==> src/rtl/sprite_ctrl.sv <==
// sprite_ctrl: per-frame erase / move / redraw sequencer for a square sprite.
// Each frame_tick erases the sprite at its old position (skipped until the
// first draw has happened), applies one step of motion, then draws it at the
// new position, one pixel per cycle.
// Build option: define SPRITE_CTRL_WRAP_EN to make the sprite wrap around the
// screen edges instead of stopping at them.
//
// Handshake: frame_tick is a fire-and-forget pulse with no ready. busy=1 means
// the sequencer is inside a pass; a tick seen while busy is remembered (at
// most one) and starts the next pass as soon as the current one finishes.
module sprite_ctrl #(
   parameter int X_MAX  = 160,
   parameter int Y_MAX  = 120,
   parameter int SIZE   = 16,
   parameter int X_INIT = 72,
   parameter int Y_INIT = 52
) (
   input  logic       clock,
   input  logic       resetn,
   input  logic       frame_tick,
   input  logic       left,
   input  logic       right,
   input  logic       up,
   input  logic       down,
   input  logic [5:0] color_sel,
   output logic [7:0] x0,
   output logic [6:0] y0,
   output logic       undraw,
   output logic [5:0] color_out,
   output logic       plot,
   output logic       busy
);

   // Largest legal top-left coordinates and the last pixel index of a pass.
   localparam logic [7:0] X_LIM    = 8'(X_MAX - SIZE);
   localparam logic [6:0] Y_LIM    = 7'(Y_MAX - SIZE);
   localparam logic [7:0] CNT_LAST = 8'(SIZE * SIZE - 1);
   localparam logic [7:0] X_RST    = 8'(X_INIT);
   localparam logic [6:0] Y_RST    = 7'(Y_INIT);

   typedef enum logic [1:0] {
      IDLE   = 2'd0,
      ERASE  = 2'd1,
      UPDATE = 2'd2,
      DRAW   = 2'd3
   } state_t;

   state_t      state_q;
   logic [7:0]  cnt_q;
   logic [7:0]  x0_q, x_d;
   logic [6:0]  y0_q, y_d;
   logic [5:0]  color_q;
   logic        plot_q, undraw_q, busy_q;
   logic        pending_q, drawn_q;

   // Next position: one step per axis, opposing requests cancel; at an edge
   // the step is either discarded or wrapped to the opposite edge.
   always_comb begin
      x_d = x0_q;
      y_d = y0_q;
      if (right && !left) begin
         if (x0_q < X_LIM) x_d = x0_q + 8'd1;
`ifdef SPRITE_CTRL_WRAP_EN
         else x_d = 8'd0;
`endif
      end else if (left && !right) begin
         if (x0_q > 8'd0) x_d = x0_q - 8'd1;
`ifdef SPRITE_CTRL_WRAP_EN
         else x_d = X_LIM;
`endif
      end
      if (down && !up) begin
         if (y0_q < Y_LIM) y_d = y0_q + 7'd1;
`ifdef SPRITE_CTRL_WRAP_EN
         else y_d = 7'd0;
`endif
      end else if (up && !down) begin
         if (y0_q > 7'd0) y_d = y0_q - 7'd1;
`ifdef SPRITE_CTRL_WRAP_EN
         else y_d = Y_LIM;
`endif
      end
   end

   // Pass sequencer with registered plot/undraw/busy and the one-deep tick queue.
   always_ff @(posedge clock or negedge resetn) begin
      if (!resetn) begin
         state_q   <= IDLE;
         cnt_q     <= 8'd0;
         x0_q      <= X_RST;
         y0_q      <= Y_RST;
         color_q   <= 6'd0;
         plot_q    <= 1'b0;
         undraw_q  <= 1'b0;
         busy_q    <= 1'b0;
         pending_q <= 1'b0;
         drawn_q   <= 1'b0;
      end else begin
         // A tick during a pass (including its last cycle) is queued.
         if (frame_tick && busy_q) pending_q <= 1'b1;
         case (state_q)
            IDLE: begin
               if (frame_tick || pending_q) begin
                  pending_q <= 1'b0;
                  cnt_q     <= 8'd0;
                  busy_q    <= 1'b1;
                  if (drawn_q) begin
                     state_q  <= ERASE;
                     plot_q   <= 1'b1;
                     undraw_q <= 1'b1;
                  end else begin
                     state_q  <= UPDATE;
                     plot_q   <= 1'b0;
                     undraw_q <= 1'b0;
                  end
               end
            end
            ERASE: begin
               cnt_q <= cnt_q + 8'd1;
               if (cnt_q == CNT_LAST) begin
                  state_q  <= UPDATE;
                  cnt_q    <= 8'd0;
                  plot_q   <= 1'b0;
                  undraw_q <= 1'b0;
               end
            end
            UPDATE: begin
               x0_q     <= x_d;
               y0_q     <= y_d;
               color_q  <= color_sel;
               cnt_q    <= 8'd0;
               state_q  <= DRAW;
               plot_q   <= 1'b1;
               undraw_q <= 1'b0;
            end
            DRAW: begin
               cnt_q <= cnt_q + 8'd1;
               if (cnt_q == CNT_LAST) begin
                  state_q <= IDLE;
                  cnt_q   <= 8'd0;
                  plot_q  <= 1'b0;
                  busy_q  <= 1'b0;
                  drawn_q <= 1'b1;
               end
            end
            default: begin
               state_q  <= IDLE;
               plot_q   <= 1'b0;
               undraw_q <= 1'b0;
               busy_q   <= 1'b0;
            end
         endcase
      end
   end

   assign x0        = x0_q;
   assign y0        = y0_q;
   assign undraw    = undraw_q;
   assign color_out = color_q;
   assign plot      = plot_q;
   assign busy      = busy_q;

endmodule

==> config.mk <==
export PLATFORM = sky130hd
export DESIGN_NAME = sprite_ctrl
export DESIGN_NICKNAME = d
export VERILOG_FILES = /design/src/rtl/sprite_ctrl.sv
export SDC_FILE = /design/constraint.sdc
export NUM_CORES = 1
export LEC_CHECK = 0
export ABC_AREA = 1
export CAP_MARGIN = 20
export CORE_MARGIN = 10
export CORE_UTILIZATION = 54
export CTS_CLUSTER_DIAMETER = 80
export CTS_CLUSTER_SIZE = 40
export DETAILED_ROUTE_END_ITERATION = 8
export HOLD_SLACK_MARGIN = 0.15
export PLACE_DENSITY = 0.88
export SETUP_SLACK_MARGIN = 0.4
export SLEW_MARGIN = 20
export SYNTH_ARGS = -nofsm -noshare
export SYNTH_HDL_FRONTEND = slang
export SYNTH_SLANG_ARGS = --single-unit
==> constraint.sdc <==
create_clock -name clock -period 2 [get_ports clock]
set_input_delay 0.4 -clock clock [delete_from_list [all_inputs] [get_ports clock]]
set_output_delay 0.4 -clock clock [all_outputs]
set_load 0.01 [all_outputs]
=== Word level (Yosys, flattened, before mapping) ===
Index checks and enable logic that the tools add are counted.

* Flip-flop bits (word level): 36

* Reductions and logical operators: 25
* Equal/unequal tests: 10
* $lt $le $gt $ge: 4
* Muxes and demuxes: 26
* Add/sub/neg operators: 5

{| class="wikitable"
|+ Operator list
! kind !! count
|-
| $mux 8 || 6
|-
| $mux 7 || 4
|-
| $pmux 8 s3 || 1
|-
| $add 8x1->8 const B || 2
|-
| $reduce_bool 2->1 || 5
|-
| $reduce_and 3->1 || 3
|-
| $eq 8x8->1 const B || 1
|-
| $gt 8x1->1 const B || 1
|-
| $lt 8x8->1 const B || 1
|-
| $mux 2 || 4
|-
| $pmux 2 s4 || 1
|-
| $reduce_and 4->1 || 2
|-
| $sub 8x1->8 const B || 1
|-
| $add 7x1->7 const B || 1
|-
| $gt 7x1->1 const B || 1
|-
| $lt 7x7->1 const B || 1
|-
| $mux 1 || 7
|-
| $sub 7x1->7 const B || 1
|-
| $ne 2x1->1 const B || 3
|-
| $ne 2x2->1 const B || 3
|-
| $pmux 1 s3 || 2
|-
| $logic_and 1x1->1 || 5
|-
| $eq 2x2->1 const B || 2
|-
| $logic_not 1->1 || 4
|-
| other kinds (7) || 8
|}

=== Longest topological paths before layout ===
* Word-level depth: 4
* Mapped depth: 11
* Depth with buffers taken out: 11

=== Worst setup path after synthesis ===
Ideal clock, no wire load.

* Path type: in2reg
* From: input port left
* To: register x0_q[4] (netlist: x0[4])
* Required time: 1.879 ns
* Path slack: 0.185 ns
* Cell stages on the path: 8
* Data arrival time: 1.693 ns
* Path buffers: 0
* Cells stage by stage: inv_1 > ha_1 > inv_1 > ha_1 > or2_2 > nand2_1 > xor2_1 > o21ai_2

* Longest elaborated chain between the ends: 4

{| class="wikitable"
|+ Ends and longest elaborated chain
! element !! line !! RTL
|-
| from (decl) || 21 || <nowiki>input logic left,</nowiki>
|-
| $logic_not 1->1 || 61 || <nowiki>if (right && !left) begin</nowiki>
|-
| $logic_and 1x1->1 || 61 ||
|-
| $ne 2x1->1 (no source line) / $reduce_bool 2->1 (equally long branches) || - ||
|-
| $reduce_and 4->1 (no source line) || - ||
|-
| to (signal assigned) || 90 || <nowiki>x0_q <= X_RST;</nowiki>
|-
| to (signal assigned) || 128 || <nowiki>x0_q <= x_d;</nowiki>
|-
| to (decl) || 50 || <nowiki>logic [7:0] x0_q, x_d;</nowiki>
|}

Several ways; a longest one is shown, not always the timed one.
A chain may end at the register's enable or synchronous reset.

=== Worst setup path in the final report ===
* From: input port up
* To: register y0_q[6] (netlist: y0[6])

* Longest elaborated chain between the ends: 4

{| class="wikitable"
|+ Ends and longest elaborated chain
! element !! line !! RTL
|-
| from (decl) || 23 || <nowiki>input logic up,</nowiki>
|-
| $logic_not 1->1 || 72 || <nowiki>if (down && !up) begin</nowiki>
|-
| $logic_and 1x1->1 || 72 ||
|-
| $ne 2x1->1 (no source line) / $reduce_bool 2->1 (equally long branches) || - ||
|-
| $reduce_and 4->1 (no source line) || - ||
|-
| to (signal assigned) || 129 || <nowiki>y0_q <= y_d;</nowiki>
|-
| to (decl) || 51 || <nowiki>logic [6:0] y0_q, y_d;</nowiki>
|}

Several ways; a longest one is shown, not always the timed one.

==> results by group <==
Global routing
  • Total Routing Usage GR: 16.2%
  • First-pass GRT wire length: 9810 um
  • Vias in the first global route: 2123
  • Grt total ovfl: 0
  • Pin count of the biggest net entering global routing: 37
  • Initial antenna violation count: 0

Die
  • Die width: 85.2 um
  • Die area: 7270 um2
  • Initial core utilization: 56.6%
  • Die H: around 85 um
  • Core ar.: 4060 um2
  • Rows: 23
  • IO Pins: 37

Final layout
  • Commonest non-fill, non-tap cell in the layout: nand2_1
  • Fill count: 229
  • Layout area overhead: 41.9%
  • Most frequent cells in the layout: 94 x nand2_1, 25 x inv_1, 25 x dfrtp_1, 25 x buf_4, 22 x nor2_1
  • Final net count: 397
  • Post-route design area: 3260 um2
  • Ant. Diodes: 0
  • Share of cells above drive strength 1: 28.8%
  • Fin util: 80.4%

Power and ir drop
  • Leakage: 1.69 nW
  • Peak supply drop: between 400 and 500 uV
  • Pwr per Cell Area: between 800 and 900 nW/um2

Setup path
  • CP Launch Type: input pin
  • Worst R2R Setup Slack: roughly 430 ps
  • Critical Path Sink Type: flop
  • WS Path Type: input pin to flop
  • RR Startpoint: y0[1]
  • Crit Path Max Fanout: 3
  • Worst R2R Path Depth: 11
  • R2R Path End: y0[6]
  • CP Data Required Time: 2190 ps
  • Crit path arrival time: ~1800 ps

Synth
  • Cell variety after synth: 27
  • Sequential element share of the synthesized area: between 30% and 40%
  • Xor/xnor cell area share of the yosys netlist: 4.19%
  • Largest family of logic cells by synthesized area: simple AND/OR/NAND/NOR gates
  • Mapped Nets: 329
  • Mapped cell area: roughly 2300 um2
  • Compound-Gate Fraction of Synth Area: 5.99%
  • Adder-cell share of the synthesized area: 12.1%
  • Number of register bits inferred by synthesis: 36
  • Mapped Cells: between 200 and 300
  • Mux cell area share after synthesis: 0%
  • Syn avg cell area: 7.79 um2
  • Simple-Gate Fraction of Synth Area: between 30% and 40%
  • Ys Warns: 0

Detailed routing
  • Vias per cell: 5.28
  • Routed wire length: about 6600 um
  • DR WL/cell: around 16 um
  • Via count: about 2200
  • Initial DRC count: roughly 140
  • Final ANT Viol Nets: 0
  • DRC viols: 0
  • TritonRoute pass-1 iters: 4

Clocking
  • Num CTS Buffers: 5
  • Clk slew on worst S/H paths: 80 ps
  • Latest clock arrival within the worst-skew pair: ~300 ps
  • H-Tree Depth: 2
  • Clock Sinks: 36
  • TritonCTS clock tree: built
  • Root buffer cell: clkbuf_8
  • Clock buffer depth: 2

Hold path
  • Hold path startpoint: color_out[4]
  • Hold endpoint: color_out[4]
  • Hold Path Class: flop to flop
  • Worst hold path cell count: 2

STA
  • Tcrit/Tclk final: 79.2%
  • Final hold violation count: 0
  • Worst-Margin Slew: between 400 and 500 ps
  • Final-report setup violation count: 0
  • Fin Clk Skew: between 15 and 20 ps
  • Fmax: 0.631 GHz
  • RSZ-0062 raised after global routing: yes
  • Max-slew violations: 0
  • Min cycle time layout: between 1500 and 2000 ps
  • Max-slew headroom: 68.4%

Run
  • Max_cap viols: 0

Place
  • Detailed placement HPWL: ~4100 um
  • GPL Wtd Cong: 0.873
  • IO Port Bufs: 36
  • Placed Area: 2920 um2

Outcome
  • Status: finished, final reports clean
final cells by class:
type                       count  area, um2  area share (%)
multi-input combinational    225       1510            46.2
sequential                    36        915            28.0
timing repair buffer          62        538            16.5
inverter                      33        146            4.49
clock buffer                   7       86.3            2.65
tap                           50       62.6            1.92
clock inverter                 1       7.51           0.230
Yosys cell counts:
cell,n,area (um2)
nand3_2,2,20.0
nor2_2,3,18.8
nand4_1,1,6.26
dfstp_2,5,131
nand2_4,1,11.3
inv_4,1,6.26
dfrtp_1,31,776
ha_1,19,238
o21ai_2,3,26.3
nand3b_1,4,30.0
fa_1,2,40.0
nor3_1,2,10.0
nand3_1,17,85.1
xor2_1,10,87.6
and3_1,1,6.26
nor2_8,1,20.0
or2_2,6,37.5
nand2_1,103,387
a21oi_1,8,40.0
inv_2,1,3.75
nor2_1,28,105
o21ai_0,11,55.1
nor2_4,1,11.3
inv_1,31,116
a21oi_4,1,16.3
xnor2_1,1,8.76
buf_2,1,5.00
stage by stage:
step	power (mW)	hold slack, ps	std cells	setup slack (ps)	setup TNS (ps)
global placement	1.92	454	397	-107	-870
detailed placement	1.96	459	397	-146	-1250
floorplan	1.52	104	295	391	0
CTS	2.61	474	413	400	0
global route	2.95	514	414	336	0
finish	2.78	467	414	416	0
cells by family after synthesis:
| logic type | Yosys count |
|---|---|
| AND/OR/NAND/NOR | 170 |
| buffers and inverters | 34 |
| XOR/XNOR | 11 |
| AO/OA/AOI/OAI | 23 |
| flip-flops | 36 |
| adder cells (fa/ha/maj) | 21 |
critical path, cell delays in order:
cell	delay, ps
clkdlybuf4s15_1	170
inv_2	40
ha_4	180
fa_2	410
inv_2	70
nand2_2	50
nand2_2	80
nand3b_1	120
nand2_1	80
nand2_1	50
nand3_1	70
nand2_1	50
repair_timing:
| action | CTS | global route |
|---|---|---|
| gates resized for setup | 50 | 36 |
| setup buffers | 7 | 1 |
| endpoints found under the setup margin | 43 | 28 |
| pin swaps | 8 | 18 |
| hold buffers | 1 | 0 |
| endpoints found under the hold margin | 9 | 0 |
state kept, by name (all words and copies together), names as in the netlist:
register and count:
state_q 2, y0 7, busy 1, undraw 1, plot 1, cnt_q 8
drawn_q 1, pending_q 1, color_out 6, x0 8
per-layer routing:
layer  global-route usage, %  vias up  part of all wire, %
li1                        -     1060                    -
met5                       0        -                    0
met4                    4.94        0                  1.3
met1                    18.3     1045                   41
met2                    28.4       69                   51
met3                    4.97       11                  6.4
power by group:
group | switching [mW] | total (mW) | internal (mW)
combinational | 0.662 | 1.29 | 0.630
sequential | 0.103 | 0.935 | 0.832
clock | 0.275 | 0.555 | 0.280
total | 1.04 | 2.78 | 1.74
how the worst max path moves through the flow:
| stage | startpoint | cells past startpoint | end |
|---|---|---|---|
| 3_3_place_gp | left | 9 | x0[4] |
| 6_report | up | 12 | y0[6] |
| 3_5_place_dp | up | 10 | y0[6] |
| 4_1_cts | color_out[2] | 1 | color_out[2] |
| 5_1_grt | y0[1] | 11 | y0[6] |
| 2_1_floorplan | left | 8 | x0[4] |
No activity file was read; power rests on OpenSTA's default activity.
